File: config.mk
export PLATFORM = sky130hd
export DESIGN_NAME = modbus_tx_frame_seq_flat
export DESIGN_NICKNAME = d
export VERILOG_FILES = /design/src/rtl/modbus_tx_frame_seq_if.sv /design/src/rtl/modbus_tx_frame_seq.sv /design/src/flat_wrapper.sv
export SDC_FILE = /design/constraint.sdc
export NUM_CORES = 1
export LEC_CHECK = 0
export BUFFER_PORTS_ARGS = -buffer_cell sky130_fd_sc_hd__buf_2
export CAP_MARGIN = 20
export CORE_UTILIZATION = 42
export CTS_BUF_LIST = sky130_fd_sc_hd__clkbuf_8
export CTS_CLUSTER_SIZE = 14
export DETAILED_ROUTE_END_ITERATION = 7
export GPL_TIMING_DRIVEN = 0
export MAX_ROUTING_LAYER = met4
export PLACE_DENSITY = 0.65
export SYNTH_ARGS = -nofsm -noshare
export SYNTH_HDL_FRONTEND = slang
export SYNTH_SLANG_ARGS = --single-unit
File: constraint.sdc
create_clock -name clk_in -period 3.5 [get_ports clk_in]
set_input_delay 1.05 -clock clk_in [delete_from_list [all_inputs] [get_ports clk_in]]
set_output_delay 1.05 -clock clk_in [all_outputs]
set_load 0.05 [all_outputs]
File: src/rtl/modbus_tx_frame_seq_if.sv
// ---------------------------------------------------------------------------
// modbus_tx_frame_seq_if
// Bundles everything the Modbus RTU response sequencer exchanges with the
// function handler, the response DPRAM read port and the UART TX byte port.
//
//   handler_done  handler -> seq   normal response ready in DPRAM (pulse)
//   exc_start     handler -> seq   send exception response (pulse)
//   exc_code      handler -> seq   exception code
//   func_code     handler -> seq   request function code
//   addr, data    handler -> seq   request register address / data (FC 06 echo)
//   tx_quantity   handler -> seq   word count for FC 03/04
//   dpram_raddr   seq -> DPRAM     read address
//   dpram_rdata   DPRAM -> seq     read data, one cycle after dpram_raddr
//   tx_data       seq -> UART      byte to send
//   tx_valid      seq -> UART      tx_data valid
//   tx_ready      UART -> seq      byte accepted
//   busy          seq -> system    frame in progress
//   frame_done    seq -> system    pulse after the last CRC byte is accepted
//
// modport master: the sequencer's view. modport slave: the surrounding system.
// ---------------------------------------------------------------------------
interface modbus_tx_frame_seq_if;
  logic        handler_done;
  logic        exc_start;
  logic [7:0]  exc_code;
  logic [7:0]  func_code;
  logic [15:0] addr;
  logic [15:0] data;
  logic [7:0]  tx_quantity;
  logic [7:0]  dpram_raddr;
  logic [15:0] dpram_rdata;
  logic [7:0]  tx_data;
  logic        tx_valid;
  logic        tx_ready;
  logic        busy;
  logic        frame_done;

  modport master (
    input  handler_done, exc_start, exc_code, func_code, addr, data,
           tx_quantity, dpram_rdata, tx_ready,
    output dpram_raddr, tx_data, tx_valid, busy, frame_done
  );

  modport slave (
    output handler_done, exc_start, exc_code, func_code, addr, data,
           tx_quantity, dpram_rdata, tx_ready,
    input  dpram_raddr, tx_data, tx_valid, busy, frame_done
  );
endinterface

File: src/rtl/modbus_tx_frame_seq.sv
// ---------------------------------------------------------------------------
// modbus_tx_frame_seq
// Builds the Modbus RTU response frame once the function handler has filled
// the response DPRAM (or raised an exception), streams it byte by byte to the
// UART transmitter and appends the Modbus CRC16 (low byte first).
//
// Ports:
//   clk_in  system clock (all logic on the rising edge)
//   rst_in  synchronous reset, active high; aborts any frame in progress
//   bus     modbus_tx_frame_seq_if.master: start pulses and request fields,
//           DPRAM read port, UART TX byte handshake, busy / frame_done
//
// Parameters:
//   SADDR      slave address sent as byte 0 of every frame
//   MAX_WORDS  largest word count accepted for FC 03/04 responses
// ---------------------------------------------------------------------------
module modbus_tx_frame_seq #(
  parameter logic [7:0] SADDR     = 8'h01,
  parameter logic [7:0] MAX_WORDS = 8'd4
) (
  input logic                   clk_in,
  input logic                   rst_in,
  modbus_tx_frame_seq_if.master bus
);

  typedef enum logic [3:0] {
    IDLE, HDR, RD_REQ, RD_WAIT, DATA_HI, DATA_LO, CRC_LO, CRC_HI, DONE
  } state_t;

  state_t      state_reg;
  logic [7:0]  tx_data_reg;
  logic        tx_valid_reg;
  logic        busy_reg;
  logic        frame_done_reg;
  logic [7:0]  dpram_raddr_reg;
  logic [15:0] crc_reg;

  // Header bytes (everything before DPRAM words / CRC) are latched at start,
  // so the request fields may change freely while the frame is sent.
  logic [7:0]  hdr_reg [0:7];
  logic [2:0]  hdr_idx_reg;
  logic [2:0]  hdr_last_reg;
  logic        is_read_reg;
  logic [7:0]  word_idx_reg;
  logic [7:0]  word_last_reg;
  // High byte of the word goes straight into tx_data_reg; only the low byte
  // has to wait for its turn.
  logic [7:0]  lo_hold_reg;

  logic        xfer;
  logic [15:0] crc_next;
  logic        is_rd_fc;
  logic        qty_ok;

  function automatic logic [15:0] crc16_byte(input logic [15:0] crc_in,
                                             input logic [7:0]  b);
    logic [15:0] c;
    c = crc_in ^ {8'h00, b};
    for (int k = 0; k < 8; k++) begin
      c = c[0] ? ((c >> 1) ^ 16'hA001) : (c >> 1);
    end
    return c;
  endfunction

  assign xfer     = tx_valid_reg && bus.tx_ready;
  // CRC value after the byte currently on tx_data is accepted.
  assign crc_next = crc16_byte(crc_reg, tx_data_reg);
  assign is_rd_fc = (bus.func_code == 8'h03) || (bus.func_code == 8'h04);
  assign qty_ok   = (bus.tx_quantity != 8'd0) && (bus.tx_quantity <= MAX_WORDS);

  assign bus.tx_data     = tx_data_reg;
  assign bus.tx_valid    = tx_valid_reg;
  assign bus.busy        = busy_reg;
  assign bus.frame_done  = frame_done_reg;
  assign bus.dpram_raddr = dpram_raddr_reg;

  always_ff @(posedge clk_in) begin
    if (rst_in) begin
      state_reg       <= IDLE;
      tx_data_reg     <= 8'h00;
      tx_valid_reg    <= 1'b0;
      busy_reg        <= 1'b0;
      frame_done_reg  <= 1'b0;
      dpram_raddr_reg <= 8'h00;
      crc_reg         <= 16'hFFFF;
      hdr_idx_reg     <= 3'd0;
      hdr_last_reg    <= 3'd0;
      is_read_reg     <= 1'b0;
      word_idx_reg    <= 8'h00;
      word_last_reg   <= 8'h00;
      lo_hold_reg     <= 8'h00;
      for (int k = 0; k < 8; k++) begin
        hdr_reg[k] <= 8'h00;
      end
    end else begin
      frame_done_reg <= 1'b0;
      case (state_reg)
        IDLE: begin
          if (bus.exc_start || bus.handler_done) begin
            state_reg    <= HDR;
            busy_reg     <= 1'b1;
            tx_valid_reg <= 1'b1;
            tx_data_reg  <= SADDR;
            crc_reg      <= 16'hFFFF;
            hdr_idx_reg  <= 3'd0;
            hdr_last_reg <= 3'd2;
            word_idx_reg <= 8'h00;
            is_read_reg  <= 1'b0;
            hdr_reg[0]   <= SADDR;
            // Exception wins over a simultaneous handler_done.
            if (bus.exc_start) begin
              hdr_reg[1] <= bus.func_code | 8'h80;
              hdr_reg[2] <= bus.exc_code;
            end else if (is_rd_fc && qty_ok) begin
              hdr_reg[1]    <= bus.func_code;
              hdr_reg[2]    <= bus.tx_quantity << 1;
              is_read_reg   <= 1'b1;
              word_last_reg <= bus.tx_quantity - 8'd1;
            end else if (bus.func_code == 8'h06) begin
              hdr_reg[1]   <= 8'h06;
              hdr_reg[2]   <= bus.addr[15:8];
              hdr_reg[3]   <= bus.addr[7:0];
              hdr_reg[4]   <= bus.data[15:8];
              hdr_reg[5]   <= bus.data[7:0];
              hdr_last_reg <= 3'd5;
            end else if (is_rd_fc) begin
              hdr_reg[1] <= bus.func_code | 8'h80;
              hdr_reg[2] <= 8'h03;   // illegal data value (bad quantity)
            end else begin
              hdr_reg[1] <= bus.func_code | 8'h80;
              hdr_reg[2] <= 8'h01;   // illegal function
            end
          end
        end

        HDR: begin
          if (xfer) begin
            crc_reg <= crc_next;
            if (hdr_idx_reg == hdr_last_reg) begin
              if (is_read_reg) begin
                tx_valid_reg    <= 1'b0;
                dpram_raddr_reg <= word_idx_reg;
                state_reg       <= RD_REQ;
              end else begin
                tx_data_reg <= crc_next[7:0];
                state_reg   <= CRC_LO;
              end
            end else begin
              hdr_idx_reg <= hdr_idx_reg + 3'd1;
              tx_data_reg <= hdr_reg[hdr_idx_reg + 3'd1];
            end
          end
        end

        // dpram_raddr already holds the word index; the RAM registers it here.
        RD_REQ: state_reg <= RD_WAIT;

        RD_WAIT: begin
          lo_hold_reg  <= bus.dpram_rdata[7:0];
          tx_data_reg  <= bus.dpram_rdata[15:8];
          tx_valid_reg <= 1'b1;
          state_reg    <= DATA_HI;
        end

        DATA_HI: begin
          if (xfer) begin
            crc_reg     <= crc_next;
            tx_data_reg <= lo_hold_reg;
            state_reg   <= DATA_LO;
          end
        end

        DATA_LO: begin
          if (xfer) begin
            crc_reg <= crc_next;
            if (word_idx_reg == word_last_reg) begin
              tx_data_reg <= crc_next[7:0];
              state_reg   <= CRC_LO;
            end else begin
              word_idx_reg    <= word_idx_reg + 8'd1;
              dpram_raddr_reg <= word_idx_reg + 8'd1;
              tx_valid_reg    <= 1'b0;
              state_reg       <= RD_REQ;
            end
          end
        end

        CRC_LO: begin
          if (xfer) begin
            tx_data_reg <= crc_reg[15:8];
            state_reg   <= CRC_HI;
          end
        end

        CRC_HI: begin
          if (xfer) begin
            tx_valid_reg   <= 1'b0;
            busy_reg       <= 1'b0;
            frame_done_reg <= 1'b1;
            state_reg      <= DONE;
          end
        end

        DONE: state_reg <= IDLE;

        default: state_reg <= IDLE;
      endcase
    end
  end

endmodule

File: src/flat_wrapper.sv
// flat-port wrapper written by rule: the top's interface ports become plain ports
module modbus_tx_frame_seq_flat 
#(
  parameter logic [7:0] SADDR     = 8'h01,
  parameter logic [7:0] MAX_WORDS = 8'd4
)
  (clk_in, rst_in, bus_handler_done, bus_exc_start, bus_exc_code, bus_func_code, bus_addr, bus_data, bus_tx_quantity, bus_dpram_rdata, bus_tx_ready, bus_dpram_raddr, bus_tx_data, bus_tx_valid, bus_busy, bus_frame_done);
  modbus_tx_frame_seq_if bus_i ();
  input logic clk_in;
  input logic rst_in;
  input wire logic [$bits(bus_i.handler_done)-1:0] bus_handler_done;
  input wire logic [$bits(bus_i.exc_start)-1:0] bus_exc_start;
  input wire logic [$bits(bus_i.exc_code)-1:0] bus_exc_code;
  input wire logic [$bits(bus_i.func_code)-1:0] bus_func_code;
  input wire logic [$bits(bus_i.addr)-1:0] bus_addr;
  input wire logic [$bits(bus_i.data)-1:0] bus_data;
  input wire logic [$bits(bus_i.tx_quantity)-1:0] bus_tx_quantity;
  input wire logic [$bits(bus_i.dpram_rdata)-1:0] bus_dpram_rdata;
  input wire logic [$bits(bus_i.tx_ready)-1:0] bus_tx_ready;
  output wire logic [$bits(bus_i.dpram_raddr)-1:0] bus_dpram_raddr;
  output wire logic [$bits(bus_i.tx_data)-1:0] bus_tx_data;
  output wire logic [$bits(bus_i.tx_valid)-1:0] bus_tx_valid;
  output wire logic [$bits(bus_i.busy)-1:0] bus_busy;
  output wire logic [$bits(bus_i.frame_done)-1:0] bus_frame_done;
  assign bus_i.handler_done = bus_handler_done;
  assign bus_i.exc_start = bus_exc_start;
  assign bus_i.exc_code = bus_exc_code;
  assign bus_i.func_code = bus_func_code;
  assign bus_i.addr = bus_addr;
  assign bus_i.data = bus_data;
  assign bus_i.tx_quantity = bus_tx_quantity;
  assign bus_i.dpram_rdata = bus_dpram_rdata;
  assign bus_i.tx_ready = bus_tx_ready;
  assign bus_dpram_raddr = bus_i.dpram_raddr;
  assign bus_tx_data = bus_i.tx_data;
  assign bus_tx_valid = bus_i.tx_valid;
  assign bus_busy = bus_i.busy;
  assign bus_frame_done = bus_i.frame_done;
  modbus_tx_frame_seq #(.SADDR(SADDR), .MAX_WORDS(MAX_WORDS)) u_core (.clk_in(clk_in), .rst_in(rst_in), .bus(bus_i));
endmodule
==> metrics.md <==
| Metric | Value |
|---|---|
| Die W | 119 um |
| # resized after CTS | 0 |
| Least-Margin Pin Slew | 1000 ps |
| Clock Latency Late Sink | 390 ps |
| Antenna violations before repair | 0 |
| Pwr Density | 677 nW/um^2 |
| Minimum clock period | 2790 ps |
| Share of post-route cells with drive strength above 1 | 0.203 |
| Synth-to-Final Area Change | 15.2% |
| Power Total | 4.51 mW |
| Io pins | 96 |
| Starting Density | 0.434 |
| CTS tree | yes |
| Vias in the first global route | 4926 |
| Initial DRC Count | 384 |
| Worst Hold Endpoint | u_core.lo_hold_reg[3] |
| Postcts setup bufs | 0 |
| WP data required | 3650 ps |
| Max Fclk | 359 MHz |
| Psw | 1.95 mW |
| Clock network fraction of design power | 0.156 |
| Worst setup path start | rst_in |
| Critical Path Source Type | primary input |
| Hold buffers post-CTS | 0 |
| Worst vdd ir | 341 uV |
| DIE AREA | 14300 sq um |
| H-tree lvl count | 3 |
| Via Count | 5074 |
| Root Driver | clkbuf_8 |
| Pin count of the biggest net entering global routing | 18 |
| Yosys top cell area share | 0.242 |
| FF-to-FF Start | u_core.hdr_idx_reg[0] |
| Die Y | 119 um |
| DRT Pass-1 Iters | 7 |
| CP max FO | 10 |
| Hold depth | 2 |
| CTS Buf Count | 9 |
| FF+latch count, synth | 110 |
| Mapped Area | 5790 sq um |
| Via/cell ratio | 5.52 |
| Status | finished clean |
| Synth warn | 0 |
| HP Start | u_core.lo_hold_reg[3] |
| Clock transition at the registers of the reported paths | 100 ps |
| Library cells used by synthesis | 70 |
| Hold crit path type | reg -> reg |
| Commonest non-fill, non-tap cell in the layout | buf_2 |
| Reg2reg end | u_core.bus.tx_data[2] |
| CORE AREA | 13300 sq um |
| IO Port Bufs | 94 |
| Mapped Nets | 714 |
| P_int | 2.56 mW |
| Post-Route Setup TNS | 0 ps |
| GP Congestion | 0.892 |
| Leakage | 2.53 nW |
| Setup Viol. Count Final | 0 |
| Max cap viols | 0 |
| Slew Viols, Final | 0 |
| Post-synth EDFFs | 40 |
| Synth async-reset ratio | 0 |
| Sequential Power Share | 0.371 |
| Routed Antenna Nets | 0 |
| Total gr overflow | 0 |
| Layout Skew | 17.9 ps |
| RSZ-0062 raised after global routing | false |
| WL/cell | 16.3 um |
| FF-to-FF path depth | 8 |
| WS Path Type | in -> reg |
| Sw frac | 0.433 |
| Fin nets | 821 |
| Mapped Cells | 632 |
| Sequential element share of the synthesized area | 0.450 |
| Largest register FFs | 41 |
| Most frequent cells in the layout | 105 x buf_2, 70 x dfxtp_1, 62 x nand2_1 |
| First-pass GRT wire length | 24.4 mm |
| Top_reg_cell synth | dfxtp_1 |
| Synth top area cells | dfxtp_1 24%, edfxtp_1 21%, a21oi_1 4.1% |
| FILL cells | 1311 |
| Clock Sinks | 110 |
| Rows | 42 |
| Yosys top cell by area | dfxtp_1 |
| Logic pwr share | 0.474 |
| Crit path DAT | 2940 ps |
| Setup crit end kind | flip-flop |
| R2R setup slack | 970 ps |
| Mean Syn Cell Area | 9.16 sq um |
| Detailed Place HPWL | 11.4 mm |
| Fin crit share | 0.797 |
| Total track usage | 0.225 |
| Slew margin rel. | 0.326 |
| CTS Buffer Depth | 2 |
| Final count of hold timing violations | 0 |
| Routed WL | 15.0 mm |
| Drc violations | 0 |
| Ant diodes | 0 |
## layout make-up
cell class / count / area [sq um] / share of cell area
well taps: 176 / 220 / 0.0330
flip-flops and latches: 110 / 2600 / 0.390
plain buffers: 37 / 164 / 0.0246
clock inverters: 7 / 41.3 / 0.00619
repair buffers: 96 / 493 / 0.0739
clock buffers: 9 / 124 / 0.0186
multi-input cells: 473 / 2980 / 0.447
inverters: 12 / 45.0 / 0.00675
## cell usage after synthesis (7+ instances only)
cell type   n
xor2_1     11
a211oi_1   17
nand2_1    62
buf_2      11
nor3_1     39
and2_1     35
nand2b_1    8
edfxtp_1   40
a22oi_1     8
dfxtp_1    70
nor2_1     60
a21oi_1    47
mux2i_1    16
clkbuf_1   24
inv_1      11
o21ai_0    31
nand3_1    15
xnor2_1    25
o2bb2ai_1   7
## logic make-up (layout without fill, tap and decap cells)
family / Yosys count / after routing / share of synthesized area
flops: 110 / 110 / 0.450
compound gates: 152 / 152 / 0.178
mux: 18 / 18 / 0.0335
simple gates: 256 / 256 / 0.218
fa+ha+maj: 5 / 5 / 0.0108
buf+inv: 49 / 161 / 0.0361
xor+xnor: 42 / 42 / 0.0737
## per-layer routing
metal,vias to the layer above,share of wire,global-route usage
li1,2471,-,-
met1,2428,0.44,0.292
met2,148,0.49,0.360
met3,27,0.047,0.0230
met4,0,0.021,0.0930
met5,-,0,-
## critical path, stage by stage
cell,delay [ps]
clkbuf_1,160
inv_1,130
clkbuf_1,420
clkbuf_1,460
o21ai_1,420
buf_4,300
## worst max-delay path by stage
stage,depth (start not counted),slack [ps],end
finish,6,710,u_core.hdr_reg[2][5]
global route,7,450,u_core.hdr_reg[3][3]
CTS,7,720,u_core.hdr_reg[3][3]
detailed placement,6,330,u_core.hdr_reg[1][4]
global placement,4,-570,u_core.hdr_reg[5][2]
floorplan,3,400,u_core.hdr_reg[3][0]
## power groups by stage
stage               logic (mW)  clock network, mW  registers, mW
CTS                       2.13              0.705           1.67
global placement          2.07                  0           1.69
finish                    2.14              0.702           1.67
floorplan                 1.36                  0           1.92
detailed placement        2.12                  0           1.70
global route              2.33              0.765           1.69
## per-stage QoR
step / std cells / hold slack [ps] / instance area (sq um) / utilization / worst slack (ps)
floorplan: 632 / 435 / 5790 / - / 395
global placement: 902 / 444 / 6480 / 0.485 / -574
detailed placement: 904 / 449 / 6500 / 0.487 / 330
CTS: 920 / 464 / 6670 / 0.500 / 715
global route: 920 / 483 / 6670 / 0.500 / 453
finish: 920 / 464 / 6670 / 0.500 / 711
(Power assumes the default switching activity.)
